### src/rtl/coor_mux_if.sv
// Coordinate bundle between the sources and coor_mux, plus the selected-target stream to servo_dri.
// master drives the source side; slave is the arbiter.
interface coor_mux_if #(
    parameter int CH_NUM = 2,
    parameter int COOR_W = 10,
    parameter int SEL_W  = 3
);
    logic [CH_NUM*COOR_W-1:0] ch_x;
    logic [CH_NUM*COOR_W-1:0] ch_y;
    logic [CH_NUM-1:0]        ch_valid;
    logic [1:0]               mode;
    logic [SEL_W-1:0]         force_sel;
    logic [COOR_W-1:0]        out_x;
    logic [COOR_W-1:0]        out_y;
    logic                     out_valid;
    logic [SEL_W-1:0]         out_ch;
    logic                     out_lost;

    modport master (output ch_x, ch_y, ch_valid, mode, force_sel,
                    input  out_x, out_y, out_valid, out_ch, out_lost);
    modport slave  (input  ch_x, ch_y, ch_valid, mode, force_sel,
                    output out_x, out_y, out_valid, out_ch, out_lost);
endinterface

### src/rtl/coor_mux.sv
// N-channel target-coordinate arbiter with per-channel staleness, hold-through-dropout and default aim point.
// Define COOR_MUX_SMOOTH_EN to low-pass the tracked coordinate; otherwise it passes through.
//
// state   | meaning
// --------+-----------------------------------------------------------
// S_LOST  | no usable source, output parked at X_DEF/Y_DEF, out_lost=1
// S_TRACK | following the selected fresh channel
// S_HOLD  | selected source went stale, last output frozen for HOLD_CYC
module coor_mux #(
    parameter int                CH_NUM      = 2,
    parameter int                COOR_W      = 10,
    parameter int                SEL_W       = 3,
    parameter int                CNT_W       = 26,
    parameter int                TIMEOUT_CYC = 25_000_000,
    parameter int                HOLD_CYC    = 12_500_000,
    parameter logic [COOR_W-1:0] X_DEF       = COOR_W'(400),
    parameter logic [COOR_W-1:0] Y_DEF       = COOR_W'(240)
) (
    input  logic       clk,
    input  logic       rst_n,
    coor_mux_if.slave  bus
);

    localparam logic [CNT_W-1:0] AGE_MAX   = CNT_W'(TIMEOUT_CYC);
    localparam logic [CNT_W-1:0] HOLD_LAST = CNT_W'(HOLD_CYC - 1);

    typedef enum logic [1:0] {
        S_LOST  = 2'd0,
        S_TRACK = 2'd1,
        S_HOLD  = 2'd2
    } state_t;

    logic [COOR_W-1:0] lx_q  [CH_NUM];
    logic [COOR_W-1:0] ly_q  [CH_NUM];
    logic [CNT_W-1:0]  age_q [CH_NUM];
    logic [CH_NUM-1:0] upd_q;
    logic [CH_NUM-1:0] fresh;

    state_t            state_q;
    logic [CNT_W-1:0]  hold_cnt_q;
    logic [COOR_W-1:0] out_x_q;
    logic [COOR_W-1:0] out_y_q;
    logic              out_valid_q;
    logic [SEL_W-1:0]  out_ch_q;
    logic              out_lost_q;

    logic              sel_ok;
    logic [SEL_W-1:0]  sel_idx_d;
    logic [SEL_W-1:0]  fsel;
    logic [CNT_W-1:0]  best_age;
    logic [COOR_W-1:0] sel_x;
    logic [COOR_W-1:0] sel_y;
    logic              sel_upd;
    logic [COOR_W-1:0] trk_x_d;
    logic [COOR_W-1:0] trk_y_d;

    // upd_q delays each strobe by one cycle so the output update lines up with the latched data
    always_ff @(posedge clk or negedge rst_n) begin
        if (!rst_n) begin
            for (int i = 0; i < CH_NUM; i++) begin
                lx_q[i]  <= '0;
                ly_q[i]  <= '0;
                age_q[i] <= AGE_MAX;
            end
            upd_q <= '0;
        end else begin
            upd_q <= bus.ch_valid;
            for (int i = 0; i < CH_NUM; i++) begin
                if (bus.ch_valid[i]) begin
                    lx_q[i]  <= bus.ch_x[i*COOR_W +: COOR_W];
                    ly_q[i]  <= bus.ch_y[i*COOR_W +: COOR_W];
                    age_q[i] <= '0;
                end else if (age_q[i] != AGE_MAX) begin
                    age_q[i] <= age_q[i] + 1'b1;
                end
            end
        end
    end

    always_comb begin
        fresh = '0;
        for (int i = 0; i < CH_NUM; i++) begin
            fresh[i] = (age_q[i] < AGE_MAX);
        end
    end

    // Out-of-range force_sel falls through to channel 0
    always_comb begin
        sel_ok    = 1'b0;
        sel_idx_d = '0;
        best_age  = '0;
        fsel      = '0;
        for (int i = 0; i < CH_NUM; i++) begin
            if (int'(bus.force_sel) == i) fsel = SEL_W'(i);
        end
        case (bus.mode)
            2'd1: begin
                for (int i = 0; i < CH_NUM; i++) begin
                    if (fresh[i] && (!sel_ok || age_q[i] < best_age)) begin
                        sel_ok    = 1'b1;
                        sel_idx_d = SEL_W'(i);
                        best_age  = age_q[i];
                    end
                end
            end
            2'd2: begin
                for (int i = 0; i < CH_NUM; i++) begin
                    if (SEL_W'(i) == fsel && fresh[i]) begin
                        sel_ok    = 1'b1;
                        sel_idx_d = fsel;
                    end
                end
            end
            default: begin
                for (int i = 0; i < CH_NUM; i++) begin
                    if (fresh[i] && !sel_ok) begin
                        sel_ok    = 1'b1;
                        sel_idx_d = SEL_W'(i);
                    end
                end
            end
        endcase
        sel_x   = '0;
        sel_y   = '0;
        sel_upd = 1'b0;
        for (int i = 0; i < CH_NUM; i++) begin
            if (SEL_W'(i) == sel_idx_d) begin
                sel_x   = lx_q[i];
                sel_y   = ly_q[i];
                sel_upd = upd_q[i];
            end
        end
    end

`ifdef COOR_MUX_SMOOTH_EN
    logic [COOR_W+1:0] flt_x;
    logic [COOR_W+1:0] flt_y;

    always_comb begin
        flt_x   = ((COOR_W+2)'(3) * {2'b00, out_x_q} + {2'b00, sel_x} + (COOR_W+2)'(2)) >> 2;
        flt_y   = ((COOR_W+2)'(3) * {2'b00, out_y_q} + {2'b00, sel_y} + (COOR_W+2)'(2)) >> 2;
        trk_x_d = flt_x[COOR_W-1:0];
        trk_y_d = flt_y[COOR_W-1:0];
    end
`else
    always_comb begin
        trk_x_d = sel_x;
        trk_y_d = sel_y;
    end
`endif

    // Entering TRACK or switching channel always loads the raw latched sample
    always_ff @(posedge clk or negedge rst_n) begin
        if (!rst_n) begin
            state_q     <= S_LOST;
            hold_cnt_q  <= '0;
            out_x_q     <= X_DEF;
            out_y_q     <= Y_DEF;
            out_valid_q <= 1'b0;
            out_ch_q    <= '0;
            out_lost_q  <= 1'b1;
        end else begin
            out_valid_q <= 1'b0;
            case (state_q)
                S_TRACK: begin
                    if (!sel_ok) begin
                        state_q    <= S_HOLD;
                        hold_cnt_q <= '0;
                    end else if (sel_idx_d != out_ch_q) begin
                        out_ch_q    <= sel_idx_d;
                        out_x_q     <= sel_x;
                        out_y_q     <= sel_y;
                        out_valid_q <= 1'b1;
                    end else if (sel_upd) begin
                        out_x_q     <= trk_x_d;
                        out_y_q     <= trk_y_d;
                        out_valid_q <= 1'b1;
                    end
                end
                S_LOST, S_HOLD: begin
                    if (sel_ok) begin
                        state_q     <= S_TRACK;
                        out_lost_q  <= 1'b0;
                        out_ch_q    <= sel_idx_d;
                        out_x_q     <= sel_x;
                        out_y_q     <= sel_y;
                        out_valid_q <= 1'b1;
                    end else if (state_q == S_HOLD) begin
                        if (hold_cnt_q == HOLD_LAST) begin
                            state_q     <= S_LOST;
                            out_lost_q  <= 1'b1;
                            out_x_q     <= X_DEF;
                            out_y_q     <= Y_DEF;
                            out_valid_q <= 1'b1;
                        end else begin
                            hold_cnt_q <= hold_cnt_q + 1'b1;
                        end
                    end
                end
                default: begin
                    state_q    <= S_LOST;
                    out_lost_q <= 1'b1;
                end
            endcase
        end
    end

    assign bus.out_x     = out_x_q;
    assign bus.out_y     = out_y_q;
    assign bus.out_valid = out_valid_q;
    assign bus.out_ch    = out_ch_q;
    assign bus.out_lost  = out_lost_q;

endmodule
### src/flat_wrapper.sv
// flat-port wrapper written by rule: the top's interface ports become plain ports
module coor_mux_flat 
#(
    parameter int                CH_NUM      = 2,
    parameter int                COOR_W      = 10,
    parameter int                SEL_W       = 3,
    parameter int                CNT_W       = 26,
    parameter int                TIMEOUT_CYC = 25_000_000,
    parameter int                HOLD_CYC    = 12_500_000,
    parameter logic [COOR_W-1:0] X_DEF       = COOR_W'(400),
    parameter logic [COOR_W-1:0] Y_DEF       = COOR_W'(240)
)
  (clk, rst_n, bus_ch_x, bus_ch_y, bus_ch_valid, bus_mode, bus_force_sel, bus_out_x, bus_out_y, bus_out_valid, bus_out_ch, bus_out_lost);
  coor_mux_if #(.CH_NUM(CH_NUM), .COOR_W(COOR_W), .SEL_W(SEL_W)) bus_i ();
  input  logic clk;
  input  logic rst_n;
  input wire logic [$bits(bus_i.ch_x)-1:0] bus_ch_x;
  input wire logic [$bits(bus_i.ch_y)-1:0] bus_ch_y;
  input wire logic [$bits(bus_i.ch_valid)-1:0] bus_ch_valid;
  input wire logic [$bits(bus_i.mode)-1:0] bus_mode;
  input wire logic [$bits(bus_i.force_sel)-1:0] bus_force_sel;
  output wire logic [$bits(bus_i.out_x)-1:0] bus_out_x;
  output wire logic [$bits(bus_i.out_y)-1:0] bus_out_y;
  output wire logic [$bits(bus_i.out_valid)-1:0] bus_out_valid;
  output wire logic [$bits(bus_i.out_ch)-1:0] bus_out_ch;
  output wire logic [$bits(bus_i.out_lost)-1:0] bus_out_lost;
  assign bus_i.ch_x = bus_ch_x;
  assign bus_i.ch_y = bus_ch_y;
  assign bus_i.ch_valid = bus_ch_valid;
  assign bus_i.mode = bus_mode;
  assign bus_i.force_sel = bus_force_sel;
  assign bus_out_x = bus_i.out_x;
  assign bus_out_y = bus_i.out_y;
  assign bus_out_valid = bus_i.out_valid;
  assign bus_out_ch = bus_i.out_ch;
  assign bus_out_lost = bus_i.out_lost;
  coor_mux #(.CH_NUM(CH_NUM), .COOR_W(COOR_W), .SEL_W(SEL_W), .CNT_W(CNT_W), .TIMEOUT_CYC(TIMEOUT_CYC), .HOLD_CYC(HOLD_CYC), .X_DEF(X_DEF), .Y_DEF(Y_DEF)) u_core (.clk(clk), .rst_n(rst_n), .bus(bus_i));
endmodule
### config.mk
export PLATFORM = sky130hd
export DESIGN_NAME = coor_mux_flat
export DESIGN_NICKNAME = d
export VERILOG_FILES = /design/src/rtl/coor_mux_if.sv /design/src/rtl/coor_mux.sv /design/src/flat_wrapper.sv
export SDC_FILE = /design/constraint.sdc
export NUM_CORES = 1
export LEC_CHECK = 0
export CAP_MARGIN = 20
export CORE_ASPECT_RATIO = 1.2
export CORE_UTILIZATION = 45
export DETAILED_ROUTE_END_ITERATION = 8
export HOLD_SLACK_MARGIN = 0.08
export PLACE_DENSITY = 0.72
export SYNTH_ARGS = -nofsm -noshare
export SYNTH_HDL_FRONTEND = slang
export SYNTH_SLANG_ARGS = --single-unit
### constraint.sdc
create_clock -name clk -period 10.05 [get_ports clk]
set_input_delay 1.005 -clock clk [delete_from_list [all_inputs] [get_ports clk]]
set_output_delay 1.005 -clock clk [all_outputs]
set_load 0.02 [all_outputs]
# Yosys cells after proc, flatten, opt, wreduce, memory -nomap -nowiden
# Cells that the tools add are included.
op_classes:
  n_addsub: 3
  bitwise_logic: 1
  muxes: 65
  div_mod_pow: 0
  n_mul: 0
  n_lt_le_gt_ge: 3
  n_reduce_logical: 20
  n_eq_ne: 21
  shift: 0
op_table:
  columns: ["cell", "count"]
  rows:
  - ["26-bit two-way mux", 10]
  - ["10-bit two-way mux", 16]
  - ["26-bit by 1-bit adder with 26-bit output, second input constant", 3]
  - ["26-bit by 25-bit < comparator with 1-bit output, second input constant", 2]
  - ["26-bit by 25-bit inequality test with 1-bit output, second input constant", 2]
  - ["26-bit case mux with 2 select lines", 1]
  - ["10-bit case mux with 2 select lines", 2]
  - ["26-bit by 24-bit == test with 1-bit output, second input constant", 1]
  - ["26-bit < comparator", 1]
  - ["1-bit two-way mux", 23]
  - ["3-bit case mux with 2 select lines", 2]
  - ["5-bit AND reduction", 2]
  - ["3-bit two-way mux", 3]
  - ["3-bit by 1-bit inequality test with 1-bit output, second input constant", 3]
  - ["2-bit two-way mux", 4]
  - ["2-bit by 1-bit inequality test with 1-bit output, second input constant", 4]
  - ["3-bit zero test", 2]
  - ["2-bit inequality test, second input constant", 3]
  - ["1-bit case mux with 2 select lines", 3]
  - ["3-bit AND reduction", 2]
  - ["2-bit nonzero test", 3]
  - ["2-bit by 1-bit == test with 1-bit output, second input constant", 2]
  - ["2-bit == test, second input constant", 2]
  - ["1-bit logical AND", 4]
  - ["11 further kinds", 13]
totals:
  latch_bits: 0
  ram_bits: 0
  memories: 0
  elab_cells: 127
  input_bits: 49
  reg_bits: 147
  output_inout_bits: 25
  romBits: 0

# Logic depth before layout (Yosys ltp)
logic_depth:
  ltp_word: 15
  mapped_depth: 17
  mapped_depth_nobuf: 14

# Worst setup path before layout
# Ideal clock, no wire load.
synth_timing:
  path_type: "register -> register"
  from: "register u_core.age_q[44] (netlist name)"
  to: "register u_core.out_x_q[0] (netlist: u_core.bus.out_x[0])"
  path_stages_with_launch: 17
  synth_period_minus_slack_ns: 3.787
  arrival_time_ns: 3.662
  required_time_ns: 9.925
  n_path_buf: 2
  setup_slack_ns: 6.263
  setup_ns: 0.125
  cell_sequence: "dfstp_2 > and4_1 > nand3_1 > o31ai_2 > nor2_2 > clkbuf_1 > nand2_1 > ha_1 > a21o_1 > a21oi_1 > o221ai_1 > nor4_1 > o211a_1 > nor4_1 > o41ai_4 > buf_6 > mux2_4"
synth_via:
  elab_chain_len: 15
  elab_cells_between_ends: 40
  cone_classes: "order compare (2); eq/ne (6); mux (24); reduce/logical (8)"
synth_rtl:
  columns: ["item", "line_no", "source"]
  rows:
  - ["start: declaration", "coor_mux.sv:35", "logic [CNT_W-1:0] age_q [CH_NUM];"]
  - ["start signal: indexed assignment", "coor_mux.sv:74", "age_q[i] <= age_q[i] + 1'b1;"]
  - ["26-bit by 25-bit < comparator with 1-bit output", "coor_mux.sv:83", "fresh[i] = (age_q[i] < AGE_MAX);"]
  - ["26-bit two-way mux or 1-bit two-way mux (tied branches)", "coor_mux.sv:99, coor_mux.sv:116", null]
  - ["26-bit two-way mux or 1-bit two-way mux (tied branches)", "coor_mux.sv:96", "case (bus.mode)"]
  - ["26-bit < comparator or 1-bit zero test (tied branches)", "coor_mux.sv:99", "if (fresh[i] && (!sel_ok || age_q[i] < best_age)) begin"]
  - ["1-bit logical OR", "coor_mux.sv:99", null]
  - ["1-bit logical AND", "coor_mux.sv:99", null]
  - ["1-bit two-way mux", "coor_mux.sv:99", null]
  - ["3-bit case mux with 2 select lines", "coor_mux.sv:96", null]
  - ["3-bit zero test", "coor_mux.sv:127", "if (SEL_W'(i) == sel_idx_d) begin"]
  - ["10-bit two-way mux (2 in series)", "coor_mux.sv:127", null]
  - ["10-bit two-way mux", "coor_mux.sv:174", "end else if (sel_upd) begin"]
  - ["10-bit two-way mux", "coor_mux.sv:169", "end else if (sel_idx_d != out_ch_q) begin"]
  - ["10-bit two-way mux", "coor_mux.sv:166", "if (!sel_ok) begin"]
  - ["10-bit case mux with 2 select lines", "coor_mux.sv:164", "case (state_q)"]
  - ["end signal: assignment", "coor_mux.sv:171", "out_x_q <= sel_x;"]
  - ["end signal: assignment", "coor_mux.sv:175", "out_x_q <= trk_x_d;"]
  - ["end signal: assignment", "coor_mux.sv:185", "out_x_q <= sel_x;"]
  - ["end: declaration", "coor_mux.sv:41", "logic [COOR_W-1:0] out_x_q;"]
# Parallel ways exist; a longest one is shown, timed or not. The select of a mux whose other input is x is not followed.
# A chain may end at the register's enable or synchronous reset.

# Worst setup path after layout
layout_timing:
  from: "register u_core.age_q[36] (netlist name)"
  to: "register u_core.out_y_q[8] (netlist: u_core.bus.out_y[8])"
layout_via:
  elab_chain_len: 15
  elab_cells_between_ends: 40
  cone_classes: "order compare (2); eq/ne (6); mux (24); reduce/logical (8)"
layout_rtl:
  columns: ["item", "line_no", "source"]
  rows:
  - ["26-bit by 25-bit < comparator with 1-bit output", "coor_mux.sv:83", null]
  - ["26-bit two-way mux or 1-bit two-way mux (tied branches)", "coor_mux.sv:99, coor_mux.sv:116", null]
  - ["26-bit two-way mux or 1-bit two-way mux (tied branches)", "coor_mux.sv:96", null]
  - ["26-bit < comparator or 1-bit zero test (tied branches)", "coor_mux.sv:99", null]
  - ["1-bit logical OR", "coor_mux.sv:99", null]
  - ["1-bit logical AND", "coor_mux.sv:99", null]
  - ["1-bit two-way mux", "coor_mux.sv:99", null]
  - ["3-bit case mux with 2 select lines", "coor_mux.sv:96", null]
  - ["3-bit zero test", "coor_mux.sv:127", null]
  - ["10-bit two-way mux (2 in series)", "coor_mux.sv:127", null]
  - ["10-bit two-way mux", "coor_mux.sv:174", null]
  - ["10-bit two-way mux", "coor_mux.sv:169", null]
  - ["10-bit two-way mux", "coor_mux.sv:166", null]
  - ["10-bit case mux with 2 select lines", "coor_mux.sv:164", null]
  - ["end signal: assignment", "coor_mux.sv:172", "out_y_q <= sel_y;"]
  - ["end signal: assignment", "coor_mux.sv:176", "out_y_q <= trk_y_d;"]
  - ["end signal: assignment", "coor_mux.sv:186", "out_y_q <= sel_y;"]
  - ["end: declaration", "coor_mux.sv:42", "logic [COOR_W-1:0] out_y_q;"]
# Parallel ways exist; a longest one is shown, timed or not. The select of a mux whose other input is x is not followed.

==> impl_metrics.csv <==
group,metric,value,unit
floorplan,rows,52,
detailed_routing,vias,5909,
pwr,switchingPower,0.000403,W
clock_tree,postCtsSetupBuffers,0,
sta,rsz0062_at_grt,"false",
sta,finalCriticalPeriod,5.67,ns
detailed_routing,wl_per_cell,16.2,microns
yosys,synthFlopType,"dfrtp_1",
worst_hold_path,hold_depth,1,
detailed_routing,drt-total-wl,17100,microns
sta,finalCritPeriodShare,0.564,
worst_hold_path,hp-class,"flip-flop to flip-flop",
floorplan,initial_utilization,0.462,
placed_design,place_area,8680,sq um
setup_path,crit_end,"u_core.bus.out_y[8]$_DFFE_PN0P_",
clock_tree,clk_pin_slew,0.06,ns
yosys,yosys_register_bits,145,
placed_design,gp_congestion,0.856,
floorplan,die_w,123,microns
clock_tree,clkLatencyLatePin,0.42,ns
detailed_routing,routed_via_density,5.58,
setup_path,crit_path_start_kind,"flip-flop",
clock_tree,cts_resized,0,
setup_path,crit_type,"flip-flop to flip-flop",
finish,area_delta_synth_final,17.9,%
detailed_routing,detail_route.iter0.violations,327,
finish,drive_gt1_frac,0.173,
yosys,synth_seq_area_share,0.467,
setup_path,worstReg2RegStart,"u_core.age_q[36]$_DFFE_PN0P_",
detailed_routing,drc,0,
clock_tree,cts_root_buf,"clkbuf_16",
grt,grt_antenna_before_repair,0,
setup_path,cp-end-kind,"flip-flop",
yosys,synth_fa_ha_area_frac,0.0510,
floorplan,core-area,17000,sq um
setup_path,reg2reg_depth,15,
setup_path,r2r_slack,4.38,ns
finish,fin_area,9260,sq um
sta,final.setup.tns,0,ns
yosys,synth.area.mux_share,0.100,
placed_design,port_buffers,71,
pwr,pwr_density_cell,165,nW/um^2
pwr,p_int,0.00113,W
sta,fmax,176,MHz
sta,relSlewSlack,0.304,
clock_tree,clkSinkCount,145,
yosys,synth_cells,769,
placed_design,hpwl,11300,microns
floorplan,die_y,147,microns
sta,hold_violations,0,
pwr,peakVddDrop,131,uV
finish,layout.nets,911,
detailed_routing,antenna_left,0,
setup_path,crit_fanout,26,
yosys,synthXorXnorAreaFrac,0.0658,
setup_path,worstReg2RegEnd,"u_core.bus.out_y[8]$_DFFE_PN0P_",
placed_design,placed_cells,1026,
grt,grt_max_degree,77,
yosys,synth_edf_count,0,
grt,grt_pass1_wl,29600,microns
setup_path,worstSetupStartpoint,"u_core.age_q[36]$_DFFE_PN0P_",
flow_run,cap_violations,0,
pwr,p_clk_frac,0.394,
yosys,synth_top_family_by_area,"simple AND/OR/NAND/NOR gates",
pwr,combPwrFrac,0.166,
yosys,async_reset_ff_frac,1.00,
clock_tree,htreeDepth,4,
yosys,netlist_area,7850,sq um
grt,grt_overflow,0,
floorplan,ios,74,
sta,worst_slew_pin_slew,1.04,ns
clock_tree,numCtsBuffers,17,
grt,grt_usage,0.209,
sta,finalMaxSlewViolations,0,
finish,fin_util,0.545,
sta,finalSetupViolCount,0,
detailed_routing,drt_first_pass_iters,4,
finish,final_cells,1059,
grt,grt_pass1_vias,6022,
yosys,synth_cell_type_count,62,
clock_tree,cts_tree,"built",
yosys,synth_simple_gate_area_share,0.197,
yosys,syn_area_per_cell,10.2,sq um
clock_tree,cts_max_path_buffers,2,
pwr,p_sw_frac,0.263,
pwr,cellLeakagePower,3.83,nW
sta,skew,0.00750,ns
yosys,synth_compound_gate_area_share,0.0870,
pwr,share_seq_of_total_power,0.440,
clock_tree,ctsHoldBuffers,0,
floorplan,die_area,18000,sq um
setup_path,arrival,5.97,ns
setup_path,critPathRequiredTime,10.35,ns
finish,num_antenna_cells,0,
run_status,status,"finished, final reports clean",
yosys,ys.warnings.count,0,
cell usage after synthesis, types with 7 or more instances:
library cell / instances / area share
o21ai_0: 40 / 0.025
nor3_1: 17 / 0.011
dfstp_2: 32 / 0.11
ha_1: 32 / 0.051
inv_1: 15 / 0.0072
nor2_1: 73 / 0.035
xor2_1: 35 / 0.039
clkbuf_1: 19 / 0.0091
a21oi_1: 41 / 0.026
and3_1: 12 / 0.0096
nand2_1: 69 / 0.033
xnor2_1: 24 / 0.027
mux2_4: 19 / 0.036
nand4_1: 21 / 0.017
mux2_2: 41 / 0.059
dfrtp_1: 113 / 0.36
or3_1: 15 / 0.012
nand3_1: 54 / 0.034
nor4_1: 7 / 0.0056
metal layers:
| metal | global-route usage | routed length (microns) | vias up |
|---|---|---|---|
| met5 | 0 | 0 | - |
| met4 | 0.0878 | 422 | 0 |
| met3 | 0.0497 | 776 | 36 |
| met2 | 0.332 | 8460 | 119 |
| met1 | 0.270 | 7470 | 2917 |
| li1 | - | - | 2837 |
power groups by stage:
stage	Combinational [W]	Sequential [W]	Clock (W)
floorplan	0.000115	0.000708	0
global placement	0.000251	0.000683	0
detailed placement	0.000255	0.000681	0
CTS	0.000257	0.000674	0.000618
global route	0.000272	0.000679	0.000645
finish	0.000253	0.000674	0.000604
kinds of logic after synthesis:
| family | Yosys count |
|---|---|
| xor gates and xnor gates | 59 |
| DFF | 145 |
| muxes | 64 |
| adders and majority gates | 32 |
| and+or+nand+nor | 307 |
| other | 2 |
| buffers and inverters | 51 |
| AOI/OAI and AO/OA | 109 |
worst max-delay path, stage by stage (launching register included):
cell and delay, ns:
dfrtp_1 0.48, and4_4 0.25, a221oi_2 0.23, nor2_1 0.09, nor2_2 0.73, nand2_1 0.14
ha_1 0.33, a21o_1 0.16, a21oi_1 0.15, o221ai_1 0.17, nor4_1 0.40, o211a_1 0.65
nor4_1 0.17, o41ai_4 0.84, buf_4 0.38, mux2_1 0.34
worst min-delay path by stage:
stage,start,end,slack [ns]
global placement,u_core.lx_q[4]$_DFFE_PN0P_,u_core.lx_q[4]$_DFFE_PN0P_,0.48
floorplan,u_core.lx_q[7]$_DFFE_PN0P_,u_core.lx_q[7]$_DFFE_PN0P_,0.47
detailed placement,u_core.bus.out_y[8]$_DFFE_PN0P_,u_core.bus.out_y[8]$_DFFE_PN0P_,0.49
CTS,u_core.lx_q[5]$_DFFE_PN0P_,u_core.lx_q[5]$_DFFE_PN0P_,0.51
global route,u_core.ly_q[12]$_DFFE_PN0P_,u_core.ly_q[12]$_DFFE_PN0P_,0.52
finish,u_core.lx_q[1]$_DFFE_PN0P_,u_core.lx_q[1]$_DFFE_PN0P_,0.51
state kept, by name, summed over array words and instances (netlist names), 2 cells and up:
signal,flops
u_core.ly_q,20
u_core.age_q,52
u_core.bus.out_x,10
u_core.lx_q,20
u_core.bus.out_y,10
u_core.hold_cnt_q,26
u_core.state_q,2
u_core.upd_q,2
final cells by class:
| type | count | area, sq um |
|---|---|---|
| fillers | 1472 | 7720 |
| multi-input cells | 574 | 3950 |
| flip-flops and latches | 145 | 3670 |
| repair buffers | 77 | 747 |
| clock buffers | 19 | 443 |
| well taps | 216 | 270 |
| clock inverters | 13 | 128 |
| inverters | 15 | 56.3 |
per-stage QoR:
step / total power (W) / hold WS [ns] / setup WS (ns)
floorplan: 0.000823 / 0.474 / 6.26
global placement: 0.000934 / 0.485 / 4.59
detailed placement: 0.000937 / 0.489 / 4.39
CTS: 0.00155 / 0.506 / 4.34
global route: 0.00160 / 0.525 / 3.80
finish: 0.00153 / 0.506 / 4.38
cells in the final DEF (no fill, tap or decap), types with 24 or more instances in the layout:
| cell type | count |
|---|---|
| a21oi_1 | 41 |
| clkdlybuf4s50_1 | 68 |
| dfrtp_1 | 113 |
| dfstp_2 | 32 |
| ha_1 | 32 |
| mux2_2 | 41 |
| nand2_1 | 69 |
| nand3_1 | 54 |
| nor2_1 | 73 |
| o21ai_0 | 40 |
| xnor2_1 | 24 |
| xor2_1 | 35 |
Note: power is estimated with default switching activity, not from simulation.
